**config.mk**
```make
export PLATFORM = sky130hd
export DESIGN_NAME = frog_input_ctrl_flat
export DESIGN_NICKNAME = d
export VERILOG_FILES = /design/src/rtl/frogger_pkg.sv /design/src/rtl/frog_input_ctrl_if.sv /design/src/rtl/key_repeat_timer.sv /design/src/rtl/frog_input_ctrl.sv /design/src/flat_wrapper.sv
export SDC_FILE = /design/constraint.sdc
export NUM_CORES = 1
export LEC_CHECK = 0
export BUFFER_PORTS_ARGS = -buffer_cell sky130_fd_sc_hd__buf_4
export CAP_MARGIN = 15
export CORE_UTILIZATION = 55
export CTS_CLUSTER_DIAMETER = 40
export DETAILED_ROUTE_END_ITERATION = 16
export GPL_TIMING_DRIVEN = 0
export HOLD_SLACK_MARGIN = 0.15
export MAX_ROUTING_LAYER = met4
export PLACE_DENSITY = 0.81
export SLEW_MARGIN = 40
export SYNTH_ARGS = -nofsm -noshare
export SYNTH_HDL_FRONTEND = slang
export SYNTH_SLANG_ARGS = --single-unit
```
**constraint.sdc**
```tcl
create_clock -name Clk -period 3.15 [get_ports Clk]
set_input_delay 0.63 -clock Clk [delete_from_list [all_inputs] [get_ports Clk]]
set_output_delay 0.63 -clock Clk [all_outputs]
set_load 0.02 [all_outputs]
```
**src/rtl/frogger_pkg.sv**
```systemverilog
// rtl/frogger_pkg.sv - shared direction/state types and keycode constants for the frog input path
package frogger_pkg;

    typedef enum logic [1:0] {
        DIR_UP    = 2'd0,
        DIR_DOWN  = 2'd1,
        DIR_LEFT  = 2'd2,
        DIR_RIGHT = 2'd3
    } dir_t;

    typedef enum logic [1:0] {
        RPT_IDLE   = 2'd0,
        RPT_DELAY  = 2'd1,
        RPT_REPEAT = 2'd2,
        RPT_HOLD   = 2'd3
    } rpt_state_t;

    localparam logic [7:0] KEY_UP        = 8'h52;
    localparam logic [7:0] KEY_DOWN      = 8'h51;
    localparam logic [7:0] KEY_LEFT      = 8'h50;
    localparam logic [7:0] KEY_RIGHT     = 8'h4F;
    localparam logic [7:0] KEY_FROG_BASE = 8'h59;

    // Bit order matches held_dir/last_dir: {right, left, down, up}.
    function automatic logic [3:0] dir_onehot(input dir_t d);
        return 4'b0001 << d;
    endfunction

endpackage

```
**src/rtl/frog_input_ctrl_if.sv**
```systemverilog
// rtl/frog_input_ctrl_if.sv - keycode/frame inputs and decoded move/select outputs of the frog input decoder
interface frog_input_ctrl_if #(
    parameter int NUM_FROGS = 3,
    parameter int KEYCODE_W = 16
) ();

    logic [KEYCODE_W-1:0]  keycode;
    logic                  vs;
    logic [NUM_FROGS-1:0]  frog_sel;
    logic                  sel_valid;
    logic                  move_pulse;
    frogger_pkg::dir_t     move_dir;
    logic [3:0]            held_dir;
    logic [3:0]            last_dir;

    modport master (
        output keycode, vs,
        input  frog_sel, sel_valid, move_pulse, move_dir, held_dir, last_dir
    );

    modport slave (
        input  keycode, vs,
        output frog_sel, sel_valid, move_pulse, move_dir, held_dir, last_dir
    );

endinterface

```
**src/rtl/key_repeat_timer.sv**
```systemverilog
// rtl/key_repeat_timer.sv - press/auto-repeat FSM clocked by VGA frame ticks; fires one-cycle move pulses
module key_repeat_timer
    import frogger_pkg::*;
#(
    parameter int REPEAT_DELAY = 30,
    parameter int REPEAT_RATE  = 8
) (
    input  logic clk,
    input  logic rst,
    input  logic vs_i,
    input  logic press_i,
    input  logic change_i,
    input  logic release_i,
    input  logic fire_en_i,
    output logic fire_o
);

    localparam logic [7:0]  DELAY_LD = 8'(REPEAT_DELAY);
    localparam logic [7:0]  RATE_LD  = 8'(REPEAT_RATE);
    // A zero delay means a held key never repeats, so a new press parks in HOLD.
    localparam rpt_state_t  ARMED    = rpt_state_t'((REPEAT_DELAY == 0) ? RPT_HOLD : RPT_DELAY);

    rpt_state_t  state_q;
    logic [7:0]  cnt_q;
    logic        vs_q;
    logic        fire_q;
    logic        tick;
    logic [7:0]  cnt_dec;

    assign tick    = vs_i & ~vs_q;
    assign cnt_dec = (cnt_q == 8'd0) ? 8'd0 : cnt_q - 8'd1;

    always_ff @(posedge clk or posedge rst) begin
        if (rst) begin
            state_q <= RPT_IDLE;
            cnt_q   <= 8'd0;
            vs_q    <= 1'b0;
            fire_q  <= 1'b0;
        end else begin
            vs_q   <= vs_i;
            fire_q <= 1'b0;
            case (state_q)
                RPT_IDLE: begin
                    if (press_i) begin
                        fire_q  <= fire_en_i;
                        cnt_q   <= DELAY_LD;
                        state_q <= ARMED;
                    end
                end
                default: begin
                    // Release beats change, and a change swallows a coincident tick.
                    if (release_i) begin
                        state_q <= RPT_IDLE;
                    end else if (change_i) begin
                        fire_q  <= fire_en_i;
                        cnt_q   <= DELAY_LD;
                        state_q <= ARMED;
                    end else if (tick && (state_q != RPT_HOLD)) begin
                        if (cnt_dec == 8'd0) begin
                            fire_q  <= fire_en_i;
                            cnt_q   <= RATE_LD;
                            state_q <= RPT_REPEAT;
                        end else begin
                            cnt_q <= cnt_dec;
                        end
                    end
                end
            endcase
        end
    end

    assign fire_o = fire_q;

endmodule

```
**src/rtl/frog_input_ctrl.sv**
```systemverilog
// rtl/frog_input_ctrl.sv - decodes keypad keycodes into a latched frog selection and auto-repeating move pulses
module frog_input_ctrl
    import frogger_pkg::*;
#(
    parameter int                   NUM_FROGS    = 3,
    parameter int                   KEYCODE_W    = 16,
    parameter logic [KEYCODE_W-1:0] SEL_KEY_BASE = KEYCODE_W'(KEY_FROG_BASE),
    parameter int                   REPEAT_DELAY = 30,
    parameter int                   REPEAT_RATE  = 8
) (
    input  logic               Clk,
    input  logic               Reset,
    frog_input_ctrl_if.slave   bus
);

    logic [KEYCODE_W-1:0]  k_q;
    logic [NUM_FROGS-1:0]  frog_sel_q;
    logic [NUM_FROGS-1:0]  sel_onehot;
    logic                  sel_hit;
    logic                  sel_valid;
    logic                  arrow;
    logic                  change;
    logic                  fire;
    dir_t                  dir_k;
    dir_t                  move_dir_q;
    logic [3:0]            dir_oh;
    logic [3:0]            held_dir_q;
    logic [3:0]            last_dir_q;

    always_comb begin
        arrow = 1'b1;
        dir_k = DIR_UP;
        if (k_q == KEYCODE_W'(KEY_UP)) begin
            dir_k = DIR_UP;
        end else if (k_q == KEYCODE_W'(KEY_DOWN)) begin
            dir_k = DIR_DOWN;
        end else if (k_q == KEYCODE_W'(KEY_LEFT)) begin
            dir_k = DIR_LEFT;
        end else if (k_q == KEYCODE_W'(KEY_RIGHT)) begin
            dir_k = DIR_RIGHT;
        end else begin
            arrow = 1'b0;
        end
    end

    always_comb begin
        sel_hit    = 1'b0;
        sel_onehot = '0;
        for (int i = 0; i < NUM_FROGS; i++) begin
            if (k_q == SEL_KEY_BASE + KEYCODE_W'(i)) begin
                sel_hit       = 1'b1;
                sel_onehot[i] = 1'b1;
            end
        end
    end

    assign sel_valid = |frog_sel_q;
    assign dir_oh    = dir_onehot(dir_k);
    // held_dir_q is zero exactly when the timer is idle, so this also covers a fresh press.
    assign change    = arrow && (held_dir_q != dir_oh);

    key_repeat_timer #(
        .REPEAT_DELAY (REPEAT_DELAY),
        .REPEAT_RATE  (REPEAT_RATE)
    ) u_timer (
        .clk       (Clk),
        .rst       (Reset),
        .vs_i      (bus.vs),
        .press_i   (arrow),
        .change_i  (change),
        .release_i (!arrow),
        .fire_en_i (sel_valid),
        .fire_o    (fire)
    );

    always_ff @(posedge Clk or posedge Reset) begin
        if (Reset) begin
            k_q        <= '0;
            frog_sel_q <= '0;
            move_dir_q <= DIR_UP;
            held_dir_q <= 4'd0;
            last_dir_q <= 4'd0;
        end else begin
            k_q        <= bus.keycode;
            held_dir_q <= arrow ? dir_oh : 4'd0;
            if (sel_hit) begin
                frog_sel_q <= sel_onehot;
            end
            if (change) begin
                last_dir_q <= dir_oh;
                if (sel_valid) begin
                    move_dir_q <= dir_k;
                end
            end
        end
    end

    assign bus.frog_sel   = frog_sel_q;
    assign bus.sel_valid  = sel_valid;
    assign bus.move_pulse = fire;
    assign bus.move_dir   = move_dir_q;
    assign bus.held_dir   = held_dir_q;
    assign bus.last_dir   = last_dir_q;

endmodule

```
**src/flat_wrapper.sv**
```systemverilog
// flat-port wrapper written by rule: the top's interface ports become plain ports
module frog_input_ctrl_flat import frogger_pkg::*;
#(
    parameter int                   NUM_FROGS    = 3,
    parameter int                   KEYCODE_W    = 16,
    parameter logic [KEYCODE_W-1:0] SEL_KEY_BASE = KEYCODE_W'(KEY_FROG_BASE),
    parameter int                   REPEAT_DELAY = 30,
    parameter int                   REPEAT_RATE  = 8
)
  (Clk, Reset, bus_keycode, bus_vs, bus_frog_sel, bus_sel_valid, bus_move_pulse, bus_move_dir, bus_held_dir, bus_last_dir);
  frog_input_ctrl_if #(.NUM_FROGS(NUM_FROGS), .KEYCODE_W(KEYCODE_W)) bus_i ();
  input  logic Clk;
  input  logic Reset;
  input wire logic [$bits(bus_i.keycode)-1:0] bus_keycode;
  input wire logic [$bits(bus_i.vs)-1:0] bus_vs;
  output wire logic [$bits(bus_i.frog_sel)-1:0] bus_frog_sel;
  output wire logic [$bits(bus_i.sel_valid)-1:0] bus_sel_valid;
  output wire logic [$bits(bus_i.move_pulse)-1:0] bus_move_pulse;
  output wire logic [$bits(bus_i.move_dir)-1:0] bus_move_dir;
  output wire logic [$bits(bus_i.held_dir)-1:0] bus_held_dir;
  output wire logic [$bits(bus_i.last_dir)-1:0] bus_last_dir;
  assign bus_i.keycode = bus_keycode;
  assign bus_i.vs = bus_vs;
  assign bus_frog_sel = bus_i.frog_sel;
  assign bus_sel_valid = bus_i.sel_valid;
  assign bus_move_pulse = bus_i.move_pulse;
  assign bus_move_dir = bus_i.move_dir;
  assign bus_held_dir = bus_i.held_dir;
  assign bus_last_dir = bus_i.last_dir;
  frog_input_ctrl #(.NUM_FROGS(NUM_FROGS), .KEYCODE_W(KEYCODE_W), .SEL_KEY_BASE(SEL_KEY_BASE), .REPEAT_DELAY(REPEAT_DELAY), .REPEAT_RATE(REPEAT_RATE)) u_core (.Clk(Clk), .Reset(Reset), .bus(bus_i));
endmodule
```
==> metrics.cfg, run 1 <==
[setup_path]
end_kind=register
path_cells=clkbuf_1 -> or4b_2 -> nor4_1 -> o21ai_0 -> a211oi_1 -> nand2_1 -> o22a_1
cp_max_fo=9
worstPathRequired_ns=3.42
worstReg2RegStart=u_core.k_q[1]$_DFF_PP0_
criticalPathCategory=register to register
crit_path_top_delay_cell=or4b_2
worstSetupStartpointType=register
rr_worst_depth=7
r2r_end=u_core.u_timer.cnt_q[1]$_DFFE_PP0P_
critical-path-max-stage-delay_ns=0.68
cp-endpoint=u_core.u_timer.cnt_q[1]$_DFFE_PP0P_
cp-startpoint=u_core.k_q[1]$_DFF_PP0_
cp.arrival_ns=3.13
rrSetupSlack_ns=0.29

[cells_and_area]
area_delta_synth_final_pct=22.90
fillers=266
stdcell_count=269
diodes=0
drive_above_1_share_pct=26.91
final_nets=243

[yosys]
synth_top_family_by_area=simple AND/OR/NAND/NOR gates
synthAdderAreaFrac_pct=1.822
syn_avg_cell_area_sq_um=10.62
yosysWarnings=0
syn_nets=202
synthArstFlopShare_pct=100.0
synth_mux_area_share_pct=4.034
synth-seq-area-share_pct=53.35
synth_seq_cells=41
synthXorXnorAreaFrac_pct=1.366
syn_inst=181
synth_cell_types=46
synth_area_sq_um=1923
synth_compound_area_share_pct=15.42
yosys.area_share.simple_pct=20.82
synth_edf_count=0
ys.flop_type=dfrtp_1

[routing]
drc_errors=0
vias=1571
viasPerCell=5.840
drt-initial-drc-count=85
routed_wl_um=3989
dr.pass1.iters=4
postRouteAntennaNets=0
routedWlPerCell_um=14.83

[timing]
finalHoldViolCount=0
setup_violations=0
slew_headroom_pct=45.77
skew_ns=0.01522
tns_ns=0
worst_pin_slew_ns=0.8080
timing.final.crit_period_ns=2.861
timing.final.ws_setup_ns=0.2887
finalCritPeriodShare_pct=90.84
holdWs_ns=0.2873
max_freq_ghz=0.3495
report.final.slew_viol_count=0
rsz0062_at_grt=false

[grt]
grt_max_degree=25
grt_pass1_wl_um=6251
grt.total_usage_pct=24.28
grt_pass1_vias=1493
antenna_found_initial=0
globalRouteOverflowTotal=0

[die]
rows=21
coreArea_sq_um=3337
die_x_um=61.13
fp.dieH_um=61.13
die-area_sq_um=3737
pin_count=34
initial_utilization_pct=57.63

[min_path]
hold_class=input port to async pin

[cts]
cts_setup_buffers=0
clk_latency_ns=0.36
cts.clk_slew.worst_paths_ns=0.13
postCtsHoldBufs=0
cts_tree=yes
ctsResizeCount=0
h-tree-depth=2
clock_sinks=41
root_buffer=clkbuf_4
numCtsBuffers=5
cts.path.max_buffers=2

[status]
outcome=complete, no violations

[placed_design]
gp_congestion=0.8541
dp_cells=261
hpwl_um=2992
dp_slack_ns=0.3287
port_buffers=33

[flow_run]
maxCapViolations=0

[pwr]
power_density_nw_per_um2=425.4
vdd_drop_max_mv=0.3303
p_leak_uw=0.001047

## power breakdown
part,total [uW],switching [uW],internal [uW]
registers,542,4.82,537
logic,44.8,21.4,23.4
clock network,419,173,246
## worst max-delay path, delay by kind of cell (launching register included)
family | cells | cell delay, ns
AO/OA/AOI/OAI | 3 | 0.96
flip-flops | 1 | 0.38
AND/OR/NAND/NOR | 3 | 1.25
buffers and inverters | 1 | 0.20
## state kept, by name, indices dropped and copies added, names as in the netlist
name                    flops
u_core.u_timer.cnt_q        8
u_core.bus.last_dir         4
u_core.bus.move_dir         2
u_core.bus.frog_sel         3
u_core.u_timer.fire_o       1
u_core.u_timer.vs_q         1
u_core.bus.held_dir         4
u_core.k_q                 16
u_core.u_timer.state_q      2
## routing by layer
layer  vias up  routed length [um]  track usage, %
li1        738                   -               -
met4         0                  62           11.69
met3         6                 184           6.092
met5         -                   0               -
met2        46                2134           40.37
met1       781                1609           27.26
## area by class of cell
cell class | instances | area (sq um) | share of cell area, %
Sequential cell | 41 | 1026 | 43.41
Tap cell | 46 | 57.56 | 2.435
Inverter | 7 | 26.28 | 1.112
Buffer | 7 | 35.03 | 1.482
Timing Repair Buffer | 34 | 275.3 | 11.65
Clock buffer | 5 | 37.54 | 1.588
Clock inverter | 3 | 65.06 | 2.753
Multi-Input combinational cell | 126 | 840.8 | 35.57
## how the worst min path moves through the flow
| stage | cells past startpoint | end | start | slack, ns |
|---|---|---|---|---|
| global route | 2 | u_core.u_timer.cnt_q[7]$_DFFE_PP0P_ | Reset | 0.32 |
| CTS | 2 | u_core.u_timer.cnt_q[7]$_DFFE_PP0P_ | Reset | 0.30 |
| floorplan | 1 | u_core.u_timer.cnt_q[1]$_DFFE_PP0P_ | u_core.u_timer.cnt_q[1]$_DFFE_PP0P_ | 0.55 |
| finish | 2 | u_core.u_timer.cnt_q[7]$_DFFE_PP0P_ | Reset | 0.29 |
| detailed placement | 1 | u_core.bus.last_dir[1]$_DFFE_PP0P_ | u_core.bus.last_dir[1]$_DFFE_PP0P_ | 0.50 |
| global placement | 1 | u_core.bus.move_dir[1]$_DFFE_PP0P_ | u_core.bus.move_dir[1]$_DFFE_PP0P_ | 0.49 |
## synth_stat cells (all sizes together), types with 2 or more instances
cell     instances  area share, %
inv              7            1.4
nor4b            4            1.8
nor2b            5            1.6
a31oi            2            1.4
o21bai           2           0.78
nand2b           2           0.65
xor2             2           0.91
o211ai           3            1.2
or3              5            1.7
dfrtp           41             53
nor3             8            2.1
nand2           15            2.9
mux2             5            3.5
clkbuf           5           0.98
a22o             2           0.91
a21oi           10            2.6
nor2            12            2.3
nor4             2           0.65
buf              2           0.85
a211oi           4            1.6
nand4            5            1.6
and4             2           0.91
a2bb2oi          3            1.4
ha               2            1.3
and2             4            1.3
o21ai           12            3.1
or4b             2            1.2
or3b             2           0.91
## placed cells by master, fill, tap and decap left out, types with 2 or more instances in the layout
cell / synthesis / final
a211oi_1: 4 / 4
a21oi_1: 10 / 10
a22o_1: 2 / 2
a2bb2oi_1: 3 / 3
and2_1: 3 / 3
and4_1: 2 / 2
buf_4: 0 / 33
bufinv_16: 0 / 2
clkbuf_1: 5 / 5
clkbuf_4: 0 / 5
dfrtp_1: 41 / 41
ha_1: 2 / 2
inv_1: 7 / 6
mux2_2: 2 / 2
mux2_4: 3 / 3
nand2_1: 15 / 15
nand2b_1: 2 / 2
nand4_1: 5 / 5
nor2_1: 12 / 12
nor2b_1: 5 / 5
nor3_1: 8 / 7
nor4_1: 2 / 2
nor4b_1: 4 / 4
o211ai_1: 3 / 3
o21ai_0: 10 / 10
o21ai_1: 2 / 2
o21bai_1: 2 / 2
or3_1: 4 / 4
or3b_2: 2 / 2
xor2_1: 2 / 2
## cells by family (layout without fill, tap and decap cells)
| kind of cell | Yosys count | in the layout |
|---|---|---|
| fa+ha+maj | 3 | 3 |
| simple gates | 71 | 71 |
| flops | 41 | 41 |
| compound gates | 43 | 43 |
| mux | 6 | 6 |
| buf+inv | 14 | 56 |
| xor+xnor | 3 | 3 |
## stage by stage
stage | power [uW] | area (sq um) | utilization (%)
2_1_floorplan | 570.0 | 1923 | -
3_3_place_gp | 591.2 | 2228 | 66.78
3_5_place_dp | 598.2 | 2256 | 67.60
4_1_cts | 1013 | 2359 | 70.68
5_1_grt | 1040 | 2364 | 70.83
6_report | 1005 | 2364 | 70.83
Power figures use the tool's default switching activity.
==> inputs of run 2 (changes only) <==
--- a/config.mk
+++ b/config.mk
@@ -14,6 +14,7 @@
 export HOLD_SLACK_MARGIN = 0.15
 export MAX_ROUTING_LAYER = met4
 export PLACE_DENSITY = 0.81
+export RECOVER_POWER = 100
 export SLEW_MARGIN = 40
 export SYNTH_ARGS = -nofsm -noshare
 export SYNTH_HDL_FRONTEND = slang
==> run 2 against run 1 <==
  * Clock skew rose by 0.0042 ns
  * Flip-flop and latch count did not move
  * Sequential power barely moved
  * Total power fell by 0.29%
  * Critical path depth rose by 1
  * Global-route usage did not move
  * Die area did not move
  * Setup slack got worse by 0.074 ns
  * First-iteration DRC count fell by 14%
  * Fmax fell by 2.5%
  * Routed wire length fell by 0.20%
  * Combinational power fell by 14%
  * Critical path type unchanged
  * Critical endpoint is now u_core.bus.last_dir[0]$_DFFE_PP0P_
  * Largest cell class unchanged
  * Largest power group unchanged
==> metrics.cfg, run 2 (synthesis gave the netlist of run 1 again) <==
[setup_path]
worstSetupStartpointType=register
path_delay_family=simple AND/OR/NAND/NOR gates
path_cells=or4b_1 -> or3_1 -> clkbuf_1 -> or3_1 -> and4_1 -> buf_6 -> a21o_1 -> mux2_1
criticalPathCategory=register to register
worstPathRequired_ns=3.39
crit_path_top_delay_cell=or4b_1
end_kind=register
cp_common_cell=or3_1
critical-path-max-stage-delay_ns=0.58
cp.arrival_ns=3.18
cp_max_fo=7
timing.critical_path.buf_inv=2

[cells_and_area]
largest_reg_flops=16
final_nets=243
diodes=0
largestRegisters=u_core.k_q x16, u_core.u_timer.cnt_q x8
area_delta_synth_final_pct=16.85
final_cell_mix=dfrtp_1, clkbuf_1, clkbuf_4
finish.utilization_pct=67.34
final_common_cell=dfrtp_1
regMostFlops=u_core.k_q
drive_above_1_share_pct=16.14
fillers=304
final_area_sq_um=2247

[routing]
routedWlPerCell_um=14.80
viasPerCell=5.855
vias=1575
routed_wl_um=3981
dr.pass1.iters=4
postRouteAntennaNets=0
met3_length_um=221
drt-initial-drc-count=73
drt-met1-wl_um=1561
top_layer_used=met4
dr_wl_met2_um=2127
drc_errors=0

[pwr]
vdd_drop_max_mv=0.3209
power_density_nw_per_um2=446.1
p_leak_uw=0.0009505

[grt]
grt.total_usage_pct=24.28
grt_max_degree=25
globalRouteOverflowTotal=0
antenna_found_initial=0
grt_pass1_vias=1493
grt_pass1_wl_um=6251

[die]
rows=21
pin_count=34
die_x_um=61.13
fp.dieH_um=61.13
coreArea_sq_um=3337
initial_utilization_pct=57.63
die-area_sq_um=3737

[flow_run]
maxCapViolations=0

[cts]
clock_sinks=41
ctsResizeCount=0
cts_setup_buffers=0
cts.path.max_buffers=2
cts.clk_slew.worst_paths_ns=0.12
h-tree-depth=2
postCtsHoldBufs=0
numCtsBuffers=5
cts_tree=yes
root_buffer=clkbuf_4
clk_latency_ns=0.37

[timing]
finalHoldViolCount=0
setup_violations=0
worst_pin_slew_ns=0.9727
finalCritPeriodShare_pct=93.18
report.final.slew_viol_count=0
rsz0062_at_grt=false
timing.final.crit_period_ns=2.935
slew_headroom_pct=35.15
tns_ns=0
max_freq_ghz=0.3407
skew_ns=0.01940
holdWs_ns=0.3919

[min_path]
hold_class=input port to register

[placed_design]
hpwl_um=2992
port_buffers=33
gp_congestion=0.8541
placed_cell_area_sq_um=2256

[status]
outcome=complete, no violations

[run 2: worst paths after layout]
path,slack [ns],cells past startpoint,start,endpoint
max,0.21,8,u_core.k_q[7]$_DFF_PP0_,u_core.bus.last_dir[0]$_DFFE_PP0P_
min,0.39,1,bus_keycode[7],u_core.k_q[7]$_DFF_PP0_
max reg2reg,0.21,8,u_core.k_q[7]$_DFF_PP0_,u_core.bus.last_dir[0]$_DFFE_PP0P_
min reg2reg,0.51,1,u_core.bus.last_dir[1]$_DFFE_PP0P_,u_core.bus.last_dir[1]$_DFFE_PP0P_
max in group asynchronous,1.37,3,Reset,u_core.bus.held_dir[0]$_DFF_PP0_
min in group asynchronous,0.42,2,Reset,u_core.u_timer.cnt_q[1]$_DFFE_PP0P_
[run 2: final cells by class]
type                            count  area (sq um)  area share, %
Inverter                            7         26.28          1.169
Buffer                              7         33.78          1.503
Sequential cell                    41          1026          45.66
Multi-Input combinational cell    126         809.5          36.02
Clock inverter                      3         65.06          2.895
Clock buffer                        5         37.54          1.670
Tap cell                           46         57.56          2.561
Timing Repair Buffer               34         191.4          8.519
[run 2: layer usage]
metal / up-vias / track usage (%)
met3: 8 / 6.092
met5: - / -
met4: 0 / 11.69
li1: 736 / -
met1: 781 / 27.26
met2: 50 / 40.37
[run 2: per-stage QoR]
stage / worst slack [ns] / cells / power (uW)
5_1_grt: 0.06776 / 269 / 1034
3_5_place_dp: 0.3287 / 261 / 598.2
4_1_cts: 0.3208 / 269 / 1013
6_report: 0.2148 / 269 / 1003
3_3_place_gp: 0.3799 / 260 / 591.2
2_1_floorplan: 0.5020 / 181 / 570.0
[run 2: report_power, final]
part	leakage, uW	switching (uW)	total (uW)	internal, uW
registers	0.000513	4.70	542	537
logic	0.000383	20.8	38.7	17.9
clock network	0.0000552	176	422	246
==> inputs of run 3 (changes only) <==
--- a/config.mk
+++ b/config.mk
@@ -5,6 +5,7 @@
 export SDC_FILE = /design/constraint.sdc
 export NUM_CORES = 1
 export LEC_CHECK = 0
+export ABC_AREA = 1
 export BUFFER_PORTS_ARGS = -buffer_cell sky130_fd_sc_hd__buf_4
 export CAP_MARGIN = 15
 export CORE_UTILIZATION = 55
@@ -13,7 +14,7 @@
 export GPL_TIMING_DRIVEN = 0
 export HOLD_SLACK_MARGIN = 0.15
 export MAX_ROUTING_LAYER = met4
-export PLACE_DENSITY = 0.81
+export PLACE_DENSITY = 0.8
 export RECOVER_POWER = 100
 export SLEW_MARGIN = 40
 export SYNTH_ARGS = -nofsm -noshare
==> run 3 against run 2 <==
  * Clock skew fell by 0.0057 ns
  * Design area rose by 9.0%
  * Total power up 0.43%
  * Synthesized area up 9.8%
  * Fmax grew 20%
  * Utilization down 0.46 points
  * Combinational power increased by 58%
  * Critical path depth grew 3
  * Clock power fell by 5.0%
  * Register-to-register slack improved by 0.49 ns
  * Sequential share of layout area fell by 3.8 points
  * Synthesized cell count rose by 38%
  * Critical path type unchanged
  * Highest routed layer unchanged
==> metrics.cfg, run 3 <==
[timing]
tns_ns=0
rsz0062_at_grt=false
skew_ns=0.01368
slew_headroom_pct=19.13
timing.final.crit_period_ns=2.446
setup_violations=0
finalCritPeriodShare_pct=77.64
worst_pin_slew_ns=1.213
finalHoldViolCount=0
report.final.slew_viol_count=0
max_freq_ghz=0.4089

[placed_design]
dp_cells=331
port_buffers=33
gp_congestion=0.8744
hpwl_um=3010

[pwr]
power_density_nw_per_um2=411.2
p_leak_uw=0.001308
vdd_drop_max_mv=0.2995

[grt]
globalRouteOverflowTotal=0
grt_use_met3_pct=5.357
grt.total_usage_pct=22.34
grtUsageMet1_pct=27.11
grt_max_degree=24
antenna_found_initial=0
grtUsageMet2_pct=37.10
grt_pass1_vias=1538
grt_pass1_wl_um=6741
grt.busiest_layer=met2

[yosys]
syn_avg_cell_area_sq_um=8.482
synth_edf_count=0
synth_area_sq_um=2112
synth_mux_area_share_pct=0
ys.flop_type=dfrtp_1
synth.most_common_cell=nand2_1
synth_cell_types=26
synth_compound_area_share_pct=7.938
syn_nets=270
synthTopCellsByArea=dfrtp_1, nand2_1, inv_1, nor2_1, o21ai_2
synth-seq-area-share_pct=48.58
yosysWarnings=0
synth_seq_cells=41
syn_inst=249
yosys.area_share.simple_pct=34.24
synthArstFlopShare_pct=100.0
synth_top_family_by_area=simple AND/OR/NAND/NOR gates
synth_top_area_cell=dfrtp_1
synth_top_area_share_pct=48.58
synthAdderAreaFrac_pct=1.185
synth_commonest_cells=nand2_1, dfrtp_1, inv_1, nor2_1
synthXorXnorAreaFrac_pct=0.4147

[status]
outcome=complete, no violations

[cts]
h-tree-depth=2
cts_setup_buffers=0
ctsResizeCount=0
clock_sinks=41
postCtsHoldBufs=0
root_buffer=clkbuf_8
cts_tree=yes
numCtsBuffers=5
cts.path.max_buffers=2
clk_latency_ns=0.29
cts.clk_slew.worst_paths_ns=0.07

[routing]
dr.pass1.iters=4
routed_wl_um=3988
routedWlPerCell_um=11.80
drc_errors=0
vias=1711
drt-initial-drc-count=136
postRouteAntennaNets=0
viasPerCell=5.062

[cells_and_area]
diodes=0
largest_reg_flops=16
regArea_sq_um=1026
fillers=319
drive_above_1_share_pct=22.41
multi_input_area_sq_um=902.1
regMostFlops=u_core.k_q
stdcell_count=338
final_nets=311
area_delta_synth_final_pct=15.94
largestRegisters=u_core.k_q x16, u_core.u_timer.cnt_q x8
final_common_cell=nand2_1
final_cell_mix=nand2_1, dfrtp_1, nor2_1

[die]
coreArea_sq_um=3661
initial_utilization_pct=57.69
pin_count=34
die-area_sq_um=4092
die_x_um=63.97
rows=22
fp.dieH_um=63.97

[setup_path]
crit_path_top_delay_cell=nor2_1
critical-path-max-stage-delay_ns=0.59
rr_worst_depth=11
rrSetupSlack_ns=0.70
worstReg2RegStart=u_core.k_q[13]$_DFF_PP0_
cp_common_cell=nand2_2
end_kind=register
r2r_end=u_core.u_timer.cnt_q[1]$_DFFE_PP0P_
worstPathRequired_ns=3.32
cp.arrival_ns=2.62
worstSetupStartpointType=register
criticalPathCategory=register to register
path_cells=nor2_2 -> nand2_2 -> nor2_1 -> nand2_2 -> xor2_1 -> nand3_4 -> nand2_4 -> nand2_4 -> buf_6 -> nand2_2 -> o21ai_2
cp_max_fo=10

[flow_run]
maxCapViolations=0

[min_path]
hold_class=input port to async pin

[run 3: cell types whose count changed after synthesis, sizes merged, moves of 5 or more]
| cell | before | now |
|---|---|---|
| nand2 | 15 | 61 |
| nor2 | 12 | 44 |
| inv | 7 | 36 |
| nand3 | 0 | 16 |
| o21ai | 12 | 26 |
| a21oi | 10 | 0 |
| clkbuf | 5 | 0 |
| mux2 | 5 | 0 |
| nor2b | 5 | 0 |
| or3 | 5 | 0 |
[run 3: final cells by class]
cell class / count / area share [%]
multi-input combinational: 169 / 36.84
inverter: 37 / 5.672
buffer: 2 / 0.9198
timing repair buffer: 34 / 7.971
clock inverter: 2 / 1.431
clock buffer: 5 / 2.810
sequential: 41 / 41.90
tap: 48 / 2.453
[run 3: logic make-up after synthesis]
family | Yosys count
AND/OR/NAND/NOR | 139
flip-flops | 41
buffers and inverters | 39
AO/OA/AOI/OAI | 27
adder cells (fa/ha/maj) | 2
XOR/XNOR | 1
[run 3: through the flow]
step | hold WS, ns | total power, uW | setup WS (ns) | cell area, sq um | utilization [%]
floorplan | 0.4645 | 592.1 | 1.364 | 2112 | -
global placement | 0.4727 | 616.2 | 1.081 | 2420 | 66.10
detailed placement | 0.4794 | 623.3 | 1.164 | 2447 | 66.85
CTS | 0.3413 | 1022 | 1.142 | 2551 | 69.69
global route | 0.4564 | 1042 | 0.4928 | 2449 | 66.88
finish | 0.4329 | 1007 | 0.7042 | 2449 | 66.88
[run 3: routing by layer]
metal	share of wire (%)	wire length, um	vias up
li1	-	-	872
met5	0	0	-
met4	0.60	24	0
met3	4.2	166	2
met2	52	2082	38
met1	43	1714	799
[run 3: how the worst max path moves through the flow]
stage / startpoint / endpoint / slack [ns] / cells after the start
final: u_core.k_q[13]$_DFF_PP0_ / u_core.u_timer.cnt_q[1]$_DFFE_PP0P_ / 0.70 / 11
after CTS: u_core.k_q[13]$_DFF_PP0_ / u_core.u_timer.cnt_q[1]$_DFFE_PP0P_ / 1.14 / 11
after floorplan: u_core.k_q[15]$_DFF_PP0_ / u_core.u_timer.cnt_q[1]$_DFFE_PP0P_ / 1.36 / 11
after detailed placement: u_core.k_q[13]$_DFF_PP0_ / u_core.u_timer.cnt_q[1]$_DFFE_PP0P_ / 1.16 / 11
after global routing: u_core.k_q[9]$_DFF_PP0_ / u_core.u_timer.cnt_q[1]$_DFFE_PP0P_ / 0.49 / 11
after global placement: Reset / u_core.bus.last_dir[2]$_DFFE_PP0P_ / 1.08 / 2
[run 3: where the power goes]
group | internal (uW) | total (uW) | leakage [uW] | switching (uW)
registers | 538 | 544 | 0.000533 | 6.63
clock network | 230 | 401 | 0.0000540 | 171
logic | 25.7 | 61.1 | 0.000721 | 35.4
total | 794 | 1010 | 0.00131 | 213
[run 3: worst max-delay path: cells and delay by family, from the launching register on]
family	cells	cell delay (ns)
AO/OA/AOI/OAI	1	0.04
XOR/XNOR	1	0.32
buffers and inverters	1	0.15
flip-flops	1	0.38
AND/OR/NAND/NOR	8	1.42
